### src/rtl/alu_issue_ctrl_if.sv
// rtl/alu_issue_ctrl_if.sv - request, Alu drive and result signal bundle for alu_issue_ctrl
interface alu_issue_ctrl_if;
  logic       req_valid;
  logic       req_ready;
  logic [2:0] req_a;
  logic [2:0] req_b;
  logic [1:0] req_op;

  logic [2:0] alu_a;
  logic [2:0] alu_b;
  logic [1:0] alu_s;
  logic [4:0] alu_r;
  logic       alu_sf;
  logic       alu_zf;
  logic       alu_dzf;

  logic       res_valid;
  logic       res_ready;
  logic [4:0] res_r;
  logic       res_sf;
  logic       res_zf;
  logic       res_dzf;
  logic [1:0] res_op;

  modport slave (
    input  req_valid, req_a, req_b, req_op,
    input  alu_r, alu_sf, alu_zf, alu_dzf,
    input  res_ready,
    output req_ready,
    output alu_a, alu_b, alu_s,
    output res_valid, res_r, res_sf, res_zf, res_dzf, res_op
  );

  modport master (
    output req_valid, req_a, req_b, req_op,
    output alu_r, alu_sf, alu_zf, alu_dzf,
    output res_ready,
    input  req_ready,
    input  alu_a, alu_b, alu_s,
    input  res_valid, res_r, res_sf, res_zf, res_dzf, res_op
  );
endinterface

### src/rtl/alu_issue_ctrl.sv
// rtl/alu_issue_ctrl.sv - 2-entry request FIFO issuing operands to an external Alu and capturing its result
// Optional divide-by-zero result counter enabled by ALU_ISSUE_DZ_COUNT_EN.
module alu_issue_ctrl #(
  parameter int unsigned SETTLE_CYCLES = 1
) (
  input  logic             clk,
  input  logic             rst,
  alu_issue_ctrl_if.slave  bus,
  output logic             busy
`ifdef ALU_ISSUE_DZ_COUNT_EN
  ,
  output logic [7:0]       dz_count
`endif
);

  typedef enum logic [1:0] {IDLE, DRIVE, WAIT} state_e;

  state_e     state_q, state_d;
  logic [2:0] settle_q, settle_d;
  logic [1:0] count_q, count_d;
  logic       wr_ptr_q, rd_ptr_q;
  logic       ready_q;
  logic [7:0] fifo_q [2];
  logic [7:0] head;

  logic [2:0] alu_a_q, alu_b_q;
  logic [1:0] alu_s_q;
  logic       res_valid_q;
  logic [4:0] res_r_q;
  logic       res_sf_q, res_zf_q, res_dzf_q;
  logic [1:0] res_op_q;

  logic push, pop, capture, res_hs;

  // req_ready is registered so it stays low during reset and rises one edge after release
  assign push   = bus.req_valid && ready_q;
  assign res_hs = res_valid_q && bus.res_ready;
  assign head   = fifo_q[rd_ptr_q];

  always_comb begin
    state_d  = state_q;
    settle_d = settle_q;
    pop      = 1'b0;
    capture  = 1'b0;
    case (state_q)
      IDLE: begin
        if (count_q != 2'd0) begin
          pop      = 1'b1;
          settle_d = 3'd0;
          state_d  = DRIVE;
        end
      end
      DRIVE: begin
        if (settle_q == 3'(SETTLE_CYCLES - 1)) begin
          capture = 1'b1;
          state_d = WAIT;
        end else begin
          settle_d = settle_q + 3'd1;
        end
      end
      WAIT: begin
        if (res_hs) begin
          if (count_q != 2'd0) begin
            pop      = 1'b1;
            settle_d = 3'd0;
            state_d  = DRIVE;
          end else begin
            state_d = IDLE;
          end
        end
      end
      default: state_d = IDLE;
    endcase
    count_d = count_q + 2'(push) - 2'(pop);
  end

  always_ff @(posedge clk) begin
    if (push) begin
      fifo_q[wr_ptr_q] <= {bus.req_op, bus.req_b, bus.req_a};
    end
  end

  always_ff @(posedge clk) begin
    if (rst) begin
      state_q     <= IDLE;
      settle_q    <= 3'd0;
      count_q     <= 2'd0;
      wr_ptr_q    <= 1'b0;
      rd_ptr_q    <= 1'b0;
      ready_q     <= 1'b0;
      alu_a_q     <= 3'd0;
      alu_b_q     <= 3'd0;
      alu_s_q     <= 2'd0;
      res_valid_q <= 1'b0;
      res_r_q     <= 5'd0;
      res_sf_q    <= 1'b0;
      res_zf_q    <= 1'b0;
      res_dzf_q   <= 1'b0;
      res_op_q    <= 2'd0;
    end else begin
      state_q  <= state_d;
      settle_q <= settle_d;
      count_q  <= count_d;
      ready_q  <= (count_d != 2'd2);
      if (push) begin
        wr_ptr_q <= ~wr_ptr_q;
      end
      if (pop) begin
        rd_ptr_q <= ~rd_ptr_q;
        alu_a_q  <= head[2:0];
        alu_b_q  <= head[5:3];
        alu_s_q  <= head[7:6];
      end
      if (capture) begin
        res_valid_q <= 1'b1;
        res_r_q     <= bus.alu_r;
        res_sf_q    <= bus.alu_sf;
        res_zf_q    <= bus.alu_zf;
        res_dzf_q   <= bus.alu_dzf;
        res_op_q    <= alu_s_q;
      end else if (res_hs) begin
        res_valid_q <= 1'b0;
      end
    end
  end

`ifdef ALU_ISSUE_DZ_COUNT_EN
  logic [7:0] dz_count_q;

  always_ff @(posedge clk) begin
    if (rst) begin
      dz_count_q <= 8'd0;
    end else if (res_hs && res_dzf_q && (dz_count_q != 8'hff)) begin
      dz_count_q <= dz_count_q + 8'd1;
    end
  end

  assign dz_count = dz_count_q;
`endif

  assign bus.req_ready = ready_q;
  assign bus.alu_a     = alu_a_q;
  assign bus.alu_b     = alu_b_q;
  assign bus.alu_s     = alu_s_q;
  assign bus.res_valid = res_valid_q;
  assign bus.res_r     = res_r_q;
  assign bus.res_sf    = res_sf_q;
  assign bus.res_zf    = res_zf_q;
  assign bus.res_dzf   = res_dzf_q;
  assign bus.res_op    = res_op_q;
  assign busy          = (state_q != IDLE) || (count_q != 2'd0);

endmodule

### src/flat_wrapper.sv
// flat-port wrapper written by rule: the top's interface ports become plain ports
module alu_issue_ctrl_flat 
#(
  parameter int unsigned SETTLE_CYCLES = 1
)
  (clk, rst, busy, bus_req_valid, bus_req_a, bus_req_b, bus_req_op, bus_alu_r, bus_alu_sf, bus_alu_zf, bus_alu_dzf, bus_res_ready, bus_req_ready, bus_alu_a, bus_alu_b, bus_alu_s, bus_res_valid, bus_res_r, bus_res_sf, bus_res_zf, bus_res_dzf, bus_res_op);
  alu_issue_ctrl_if bus_i ();
  input  logic clk;
  input  logic rst;
  output logic busy;
  input wire logic [$bits(bus_i.req_valid)-1:0] bus_req_valid;
  input wire logic [$bits(bus_i.req_a)-1:0] bus_req_a;
  input wire logic [$bits(bus_i.req_b)-1:0] bus_req_b;
  input wire logic [$bits(bus_i.req_op)-1:0] bus_req_op;
  input wire logic [$bits(bus_i.alu_r)-1:0] bus_alu_r;
  input wire logic [$bits(bus_i.alu_sf)-1:0] bus_alu_sf;
  input wire logic [$bits(bus_i.alu_zf)-1:0] bus_alu_zf;
  input wire logic [$bits(bus_i.alu_dzf)-1:0] bus_alu_dzf;
  input wire logic [$bits(bus_i.res_ready)-1:0] bus_res_ready;
  output wire logic [$bits(bus_i.req_ready)-1:0] bus_req_ready;
  output wire logic [$bits(bus_i.alu_a)-1:0] bus_alu_a;
  output wire logic [$bits(bus_i.alu_b)-1:0] bus_alu_b;
  output wire logic [$bits(bus_i.alu_s)-1:0] bus_alu_s;
  output wire logic [$bits(bus_i.res_valid)-1:0] bus_res_valid;
  output wire logic [$bits(bus_i.res_r)-1:0] bus_res_r;
  output wire logic [$bits(bus_i.res_sf)-1:0] bus_res_sf;
  output wire logic [$bits(bus_i.res_zf)-1:0] bus_res_zf;
  output wire logic [$bits(bus_i.res_dzf)-1:0] bus_res_dzf;
  output wire logic [$bits(bus_i.res_op)-1:0] bus_res_op;
  assign bus_i.req_valid = bus_req_valid;
  assign bus_i.req_a = bus_req_a;
  assign bus_i.req_b = bus_req_b;
  assign bus_i.req_op = bus_req_op;
  assign bus_i.alu_r = bus_alu_r;
  assign bus_i.alu_sf = bus_alu_sf;
  assign bus_i.alu_zf = bus_alu_zf;
  assign bus_i.alu_dzf = bus_alu_dzf;
  assign bus_i.res_ready = bus_res_ready;
  assign bus_req_ready = bus_i.req_ready;
  assign bus_alu_a = bus_i.alu_a;
  assign bus_alu_b = bus_i.alu_b;
  assign bus_alu_s = bus_i.alu_s;
  assign bus_res_valid = bus_i.res_valid;
  assign bus_res_r = bus_i.res_r;
  assign bus_res_sf = bus_i.res_sf;
  assign bus_res_zf = bus_i.res_zf;
  assign bus_res_dzf = bus_i.res_dzf;
  assign bus_res_op = bus_i.res_op;
  alu_issue_ctrl #(.SETTLE_CYCLES(SETTLE_CYCLES)) u_core (.clk(clk), .rst(rst), .bus(bus_i), .busy(busy));
endmodule
### config.mk
export PLATFORM = sky130hd
export DESIGN_NAME = alu_issue_ctrl_flat
export DESIGN_NICKNAME = d
export VERILOG_FILES = /design/src/rtl/alu_issue_ctrl_if.sv /design/src/rtl/alu_issue_ctrl.sv /design/src/flat_wrapper.sv
export SDC_FILE = /design/constraint.sdc
export NUM_CORES = 1
export LEC_CHECK = 0
export ABC_AREA = 1
export CAP_MARGIN = 5
export CORE_MARGIN = 10
export CORE_UTILIZATION = 28
export CTS_CLUSTER_SIZE = 14
export DETAILED_ROUTE_END_ITERATION = 10
export DONT_BUFFER_PORTS = 1
export HOLD_SLACK_MARGIN = 0.12
export PLACE_DENSITY = 0.46
export SYNTH_ARGS = -nofsm -noshare
export SYNTH_HDL_FRONTEND = slang
export SYNTH_SLANG_ARGS = --single-unit
export TNS_END_PERCENT = 1
### constraint.sdc
create_clock -name clk -period 2.2 [get_ports clk]
set_clock_uncertainty 0.2 [all_clocks]
set_input_delay 0.55 -clock clk [delete_from_list [all_inputs] [get_ports clk]]
set_output_delay 0.55 -clock clk [all_outputs]
set_load 0.01 [all_outputs]
* After elaboration in Yosys (flattened, before gate mapping)
Memories as Yosys holds them, arrays and structs flattened. A register that Yosys moved wholly into a read port is not among the register bits.
Cells that the tools add are included.
** Cells by class
- $add $sub $neg :: 3
- Equality and inequality tests :: 7
- Muxes and demuxes :: 18
- Bitwise operators :: 2
- Reductions and logical operators :: 11
** Operator list (number)
- $mux W1 :: 9
- $mux W3 :: 3
- $pmux W3 S3 :: 1
- $mux W2 :: 3
- $ne A2 B1 Y1 const B :: 3
- $pmux W2 S3 :: 1
- $reduce_and A3 Y1 :: 2
- $reduce_bool A2 Y1 :: 3
- $ne A2 B2 Y1 const B :: 2
- $add A3 B1 Y3 const B :: 1
- $logic_not A3 Y1 :: 1
- $reduce_bool A3 Y1 :: 1
- $add A2 B1 Y2 :: 1
- $eq A2 B1 Y1 const B :: 1
- $eq A2 B2 Y1 const B :: 1
- $logic_and A1 B1 Y1 :: 2
- $logic_not A2 Y1 :: 1
- $not A1 Y1 :: 2
- $pmux W1 S2 :: 1
- $sub A2 B1 Y2 :: 1
- $logic_or A1 B1 Y1 :: 1
** Storage, ports and cells
- Register bits :: 21
- RAM bits :: 16
- Input bits :: 20
- Output and inout port bits :: 21
- Logic and storage cells :: 54
- Memories :: 1
** Memory list
- u_core.fifo_q :: words 2, width 8, read ports 1, clocked after Yosys merged registers in 1, write ports 1, RTL line alu_issue_ctrl.sv:23 : logic [7:0] fifo_q [2];

* Logic depth before layout (Yosys ltp)
- Depth after elaboration :: 6
- Mapped depth :: 11
- Gate-level depth less buffers :: 11

* Least setup slack after synthesis
OpenSTA, ideal clock, no wires.
- Path type :: input to register
- Start point :: input bus_res_ready
- End point :: register u_core.ready_q (netlist: u_core.bus.req_ready)
- Library setup time :: 116 ps
- Arrival :: 1573 ps
- Required time :: 1884 ps
- Setup slack :: 311 ps
- Cell stages on the path :: 11
- Path buffers :: 0
- Cells stage by stage :: nand2_1 -> nand2_1 -> nand2_2 -> inv_2 -> ha_1 -> inv_1 -> ha_1 -> inv_1 -> nand2_1 -> nand2_1 -> a21oi_1
** On the way
- Longest elaborated chain between the ends :: 5
** RTL lines
- start, declared :: RTL line flat_wrapper.sv:19 : input wire logic [$bits(bus_i.res_ready)-1:0] bus_res_ready;
- $logic_and A1 B1 Y1 :: RTL line alu_issue_ctrl.sv:37 : assign res_hs = res_valid_q && bus.res_ready;
- $mux W1 :: RTL line alu_issue_ctrl.sv:62 : if (res_hs) begin
- $pmux W1 S2 :: RTL line alu_issue_ctrl.sv:45 : case (state_q)
- named net u_core.pop :: RTL line alu_issue_ctrl.sv:33 : logic push, pop, capture, res_hs;
- $sub A2 B1 Y2 :: RTL line alu_issue_ctrl.sv:74 : count_d = count_q + 2'(push) - 2'(pop);
- $ne A2 B2 Y1 :: RTL line alu_issue_ctrl.sv:104 : ready_q <= (count_d != 2'd2);
- end signal, assigned :: RTL line alu_issue_ctrl.sv:104
- end, declared :: RTL line alu_issue_ctrl.sv:22 : logic ready_q;
The timed path passes the listed nets, and every way through them passes these cells.
A chain may end at the register's enable or synchronous reset.

* Worst setup path in the final report
- Start point :: register u_core.res_valid_q (netlist: u_core.bus.res_valid)
- End point :: register u_core.ready_q (netlist: u_core.bus.req_ready)
** On the way
- Longest elaborated chain between the ends :: 5
** RTL lines
- start, declared :: RTL line alu_issue_ctrl.sv:28 : logic res_valid_q;
- start signal, assigned :: RTL line alu_issue_ctrl.sv:94 : res_valid_q <= 1'b0;
- start signal, assigned :: RTL line alu_issue_ctrl.sv:115 : res_valid_q <= 1'b1;
- start signal, assigned :: RTL line alu_issue_ctrl.sv:122 : res_valid_q <= 1'b0;
- $logic_and A1 B1 Y1 :: RTL line alu_issue_ctrl.sv:37
- $mux W1 :: RTL line alu_issue_ctrl.sv:62
- $pmux W1 S2 :: RTL line alu_issue_ctrl.sv:45
- named net u_core.pop :: RTL line alu_issue_ctrl.sv:33
- $sub A2 B1 Y2 :: RTL line alu_issue_ctrl.sv:74
- $ne A2 B2 Y1 :: RTL line alu_issue_ctrl.sv:104
The timed path passes the listed nets, and every way through them passes these cells.

==> flow_metrics.tcl <==
set metrics [dict create \
    area_delta_synth_final_pct 10.13 \
    cap_violations 0 \
    finalSetupViolations 0 \
    cp.required_ns 2.23 \
    async_flop_share 0 \
    ys_ff_latch 45 \
    drive_above_1_share 0.09709 \
    hold_path_class "in2reg" \
    synth_edf_count 16 \
    die_h_um 99.69 \
    antenna_found_initial 0 \
    whs_path_depth 0 \
    synth_warnings 0 \
    cts_resized 0 \
    drt-pass1-iter-count 4 \
    rr_startpoint "u_core.bus.res_valid" \
    cts-root-buf "clkbuf_8" \
    place.port_buffers 0 \
    timing.final.crit_share 0.8328 \
    num_io_pins 41 \
    fin_ws_ns 0.3678 \
    clk_pin_slew_ns 0.08 \
    synth_area_leaders "dfxtp_1 33%, edfxtp_1 27%, nor2_1 9.7%" \
    reg2reg_slack_ns 0.37 \
    multiInputGateArea_sq_um 604.3 \
    area.sequential_sq_mm 0.001061 \
    final.min_clock_period_ns 1.832 \
    clock-sinks 45 \
    layout_common_cells "46 x nor2_1, 38 x nand2_1, 29 x dfxtp_1" \
    reg2regPathDepth 11 \
    vias 1215 \
    clock_latency_ns 0.29 \
    synth_top_cell_by_area "dfxtp_1" \
    clk_path_buf_depth 2 \
    syn-cell-area_sq_mm 0.001778 \
    grt.overflow.total 0 \
    viasPerCell 4.324 \
    track_usage 0.07934 \
    grt_first_pass_wirelength_mm 6.203 \
    timing.fmax_mhz 545.8 \
    p_per_area_mw_per_mm2 1349 \
    drtAntennaViolNets 0 \
    drc 0 \
    antenna_cells 0 \
    relSlewSlack 0.6256 \
    dieArea_sq_mm 0.009937 \
    post_drt_wl_per_cell_um 12.94 \
    rows 28 \
    synth_nets 222 \
    ir_worst_vdd_mv 0.4465 \
    holdCritStartpoint "bus_req_b[2]" \
    ys.flop_type "dfxtp_1" \
    initialDrtViolationCount 46 \
    post_cts_buffers 0 \
    r2r_end "u_core.bus.req_ready" \
    final_common_cell "nor2_1" \
    cts_made_buffers 5 \
    yosysSeqAreaShare 0.5968 \
    cts_hold_buf 1 \
    initial_core_util 0.2951 \
    fin_nets 229 \
    first_global_vias 1158 \
    core_area_sq_mm 0.006026 \
    die_w_um 99.69 \
    grt_max_degree 21 \
    status "complete, no violations" \
    fill_cells 672 \
    critPathLaunchType "flop" \
    maxSlewViolCount 0 \
    crit_type "reg2reg" \
    rsz0062_at_grt "false" \
    fin_util 0.3250 \
    htree_levels 2 \
    crit_arrival_ns 1.86 \
    hold-path-endpoint "u_core.fifo_q[1][5]" \
    dp_slack_ns 0.2598 \
    syn_avg_cell_area_sq_um 8.980 \
    routabilityCongestion 0.6827 \
    endpoint_kind "flop" \
    synth_top_area_share 0.3265 \
    hpwlAfterDp_mm 2.618 \
    syn-instance-count 198 \
    setup_tns_ns 0 \
    tightest_slew_ns 0.5610 \
    postRouteWirelength_mm 3.635 \
    hold_violations 0 \
    cts_tree "done" \
    yosysUniqueCellTypes 23 \
    p_leak_nw 0.7980 \
    path_max_fanout 10 \
]
==> per-stage QoR <==
| step | total power [mW] | hold slack, ns | instance area (sq um) | instances |
|---|---|---|---|---|
| finish | 2.642 | 0.1445 | 1958 | 281 |
| floorplan | 2.012 | 0.2813 | 1778 | 198 |
| detailed placement | 2.205 | 0.3031 | 1847 | 270 |
| CTS | 2.702 | 0.1355 | 1938 | 279 |
| global placement | 2.203 | 0.2986 | 1847 | 270 |
| global route | 2.926 | 0.1201 | 1958 | 281 |
==> final cells by class <==
class / instances / share of cell area
clock inverters: 3 / 0.006390
flip-flops and latches: 45 / 0.5419
repair buffers: 6 / 0.02684
multi-input cells: 130 / 0.3086
clock buffers: 5 / 0.03514
well taps: 75 / 0.04792
inverters: 17 / 0.03323
==> flip-flops by register name, summed over array words and instances, names as in the netlist <==
name                  count
u_core.bus.res_zf         1
u_core.wr_ptr_q           1
u_core.bus.res_dzf        1
u_core.state_q            2
u_core.bus.res_op         2
u_core.bus.req_ready      1
u_core.bus.res_sf         1
u_core.bus.alu_b          3
u_core.fifo_q            16
u_core.bus.res_r          5
u_core.settle_q           3
u_core.count_q            2
u_core.bus.res_valid      1
u_core.rd_ptr_q           1
u_core.bus.alu_a          3
u_core.bus.alu_s          2
==> cells in the mapped netlist (3+ instances only) <==
cell type and n:
a21oi_1 7, buf_6 3, dfxtp_1 29, edfxtp_1 16, ha_1 4, inv_1 13, inv_2 3, nand2_1 38
nand3_1 5, nor2_1 46, o21ai_1 16
==> worst max-delay path by stage <==
stage / startpoint / slack (ns) / cells past startpoint / endpoint
final: u_core.bus.res_valid / 0.37 / 11 / u_core.bus.req_ready
after floorplan: bus_res_ready / 0.31 / 11 / u_core.bus.req_ready
after CTS: u_core.bus.res_valid / 0.33 / 11 / u_core.bus.req_ready
after detailed placement: bus_res_ready / 0.26 / 11 / u_core.bus.req_ready
after global placement: bus_res_ready / 0.29 / 11 / u_core.bus.req_ready
after global routing: u_core.bus.res_valid / 0.15 / 11 / u_core.bus.req_ready
==> per-layer routing <==
layer  global-route usage  wire [um]
met5                    0          0
met2               0.1140       1583
met3              0.04083        396
met4              0.04631         62
met1              0.09213       1592
==> where the power goes <==
part / switching, mW / total [mW] / internal [mW]
combinational: 0.511 / 0.799 / 0.289
clock: 0.270 / 0.484 / 0.214
sequential: 0.255 / 1.36 / 1.10
==> critical path, stage by stage, from the launching register on <==
cell     delay, ns
dfxtp_1       0.41
nand2_1       0.10
nand2_1       0.08
nand2_2       0.06
inv_2         0.16
ha_1          0.26
inv_1         0.06
ha_1          0.15
inv_1         0.04
nand2_1       0.07
nand2_1       0.06
a21oi_1       0.11
==> logic make-up after synthesis <==
group / after synthesis / synth area share
simple gates: 96 / 0.2175
fa+ha+maj: 4 / 0.02815
buf+inv: 23 / 0.06333
compound gates: 28 / 0.08445
flops: 45 / 0.5968
xor+xnor: 2 / 0.009854
(Power assumes the default switching activity.)
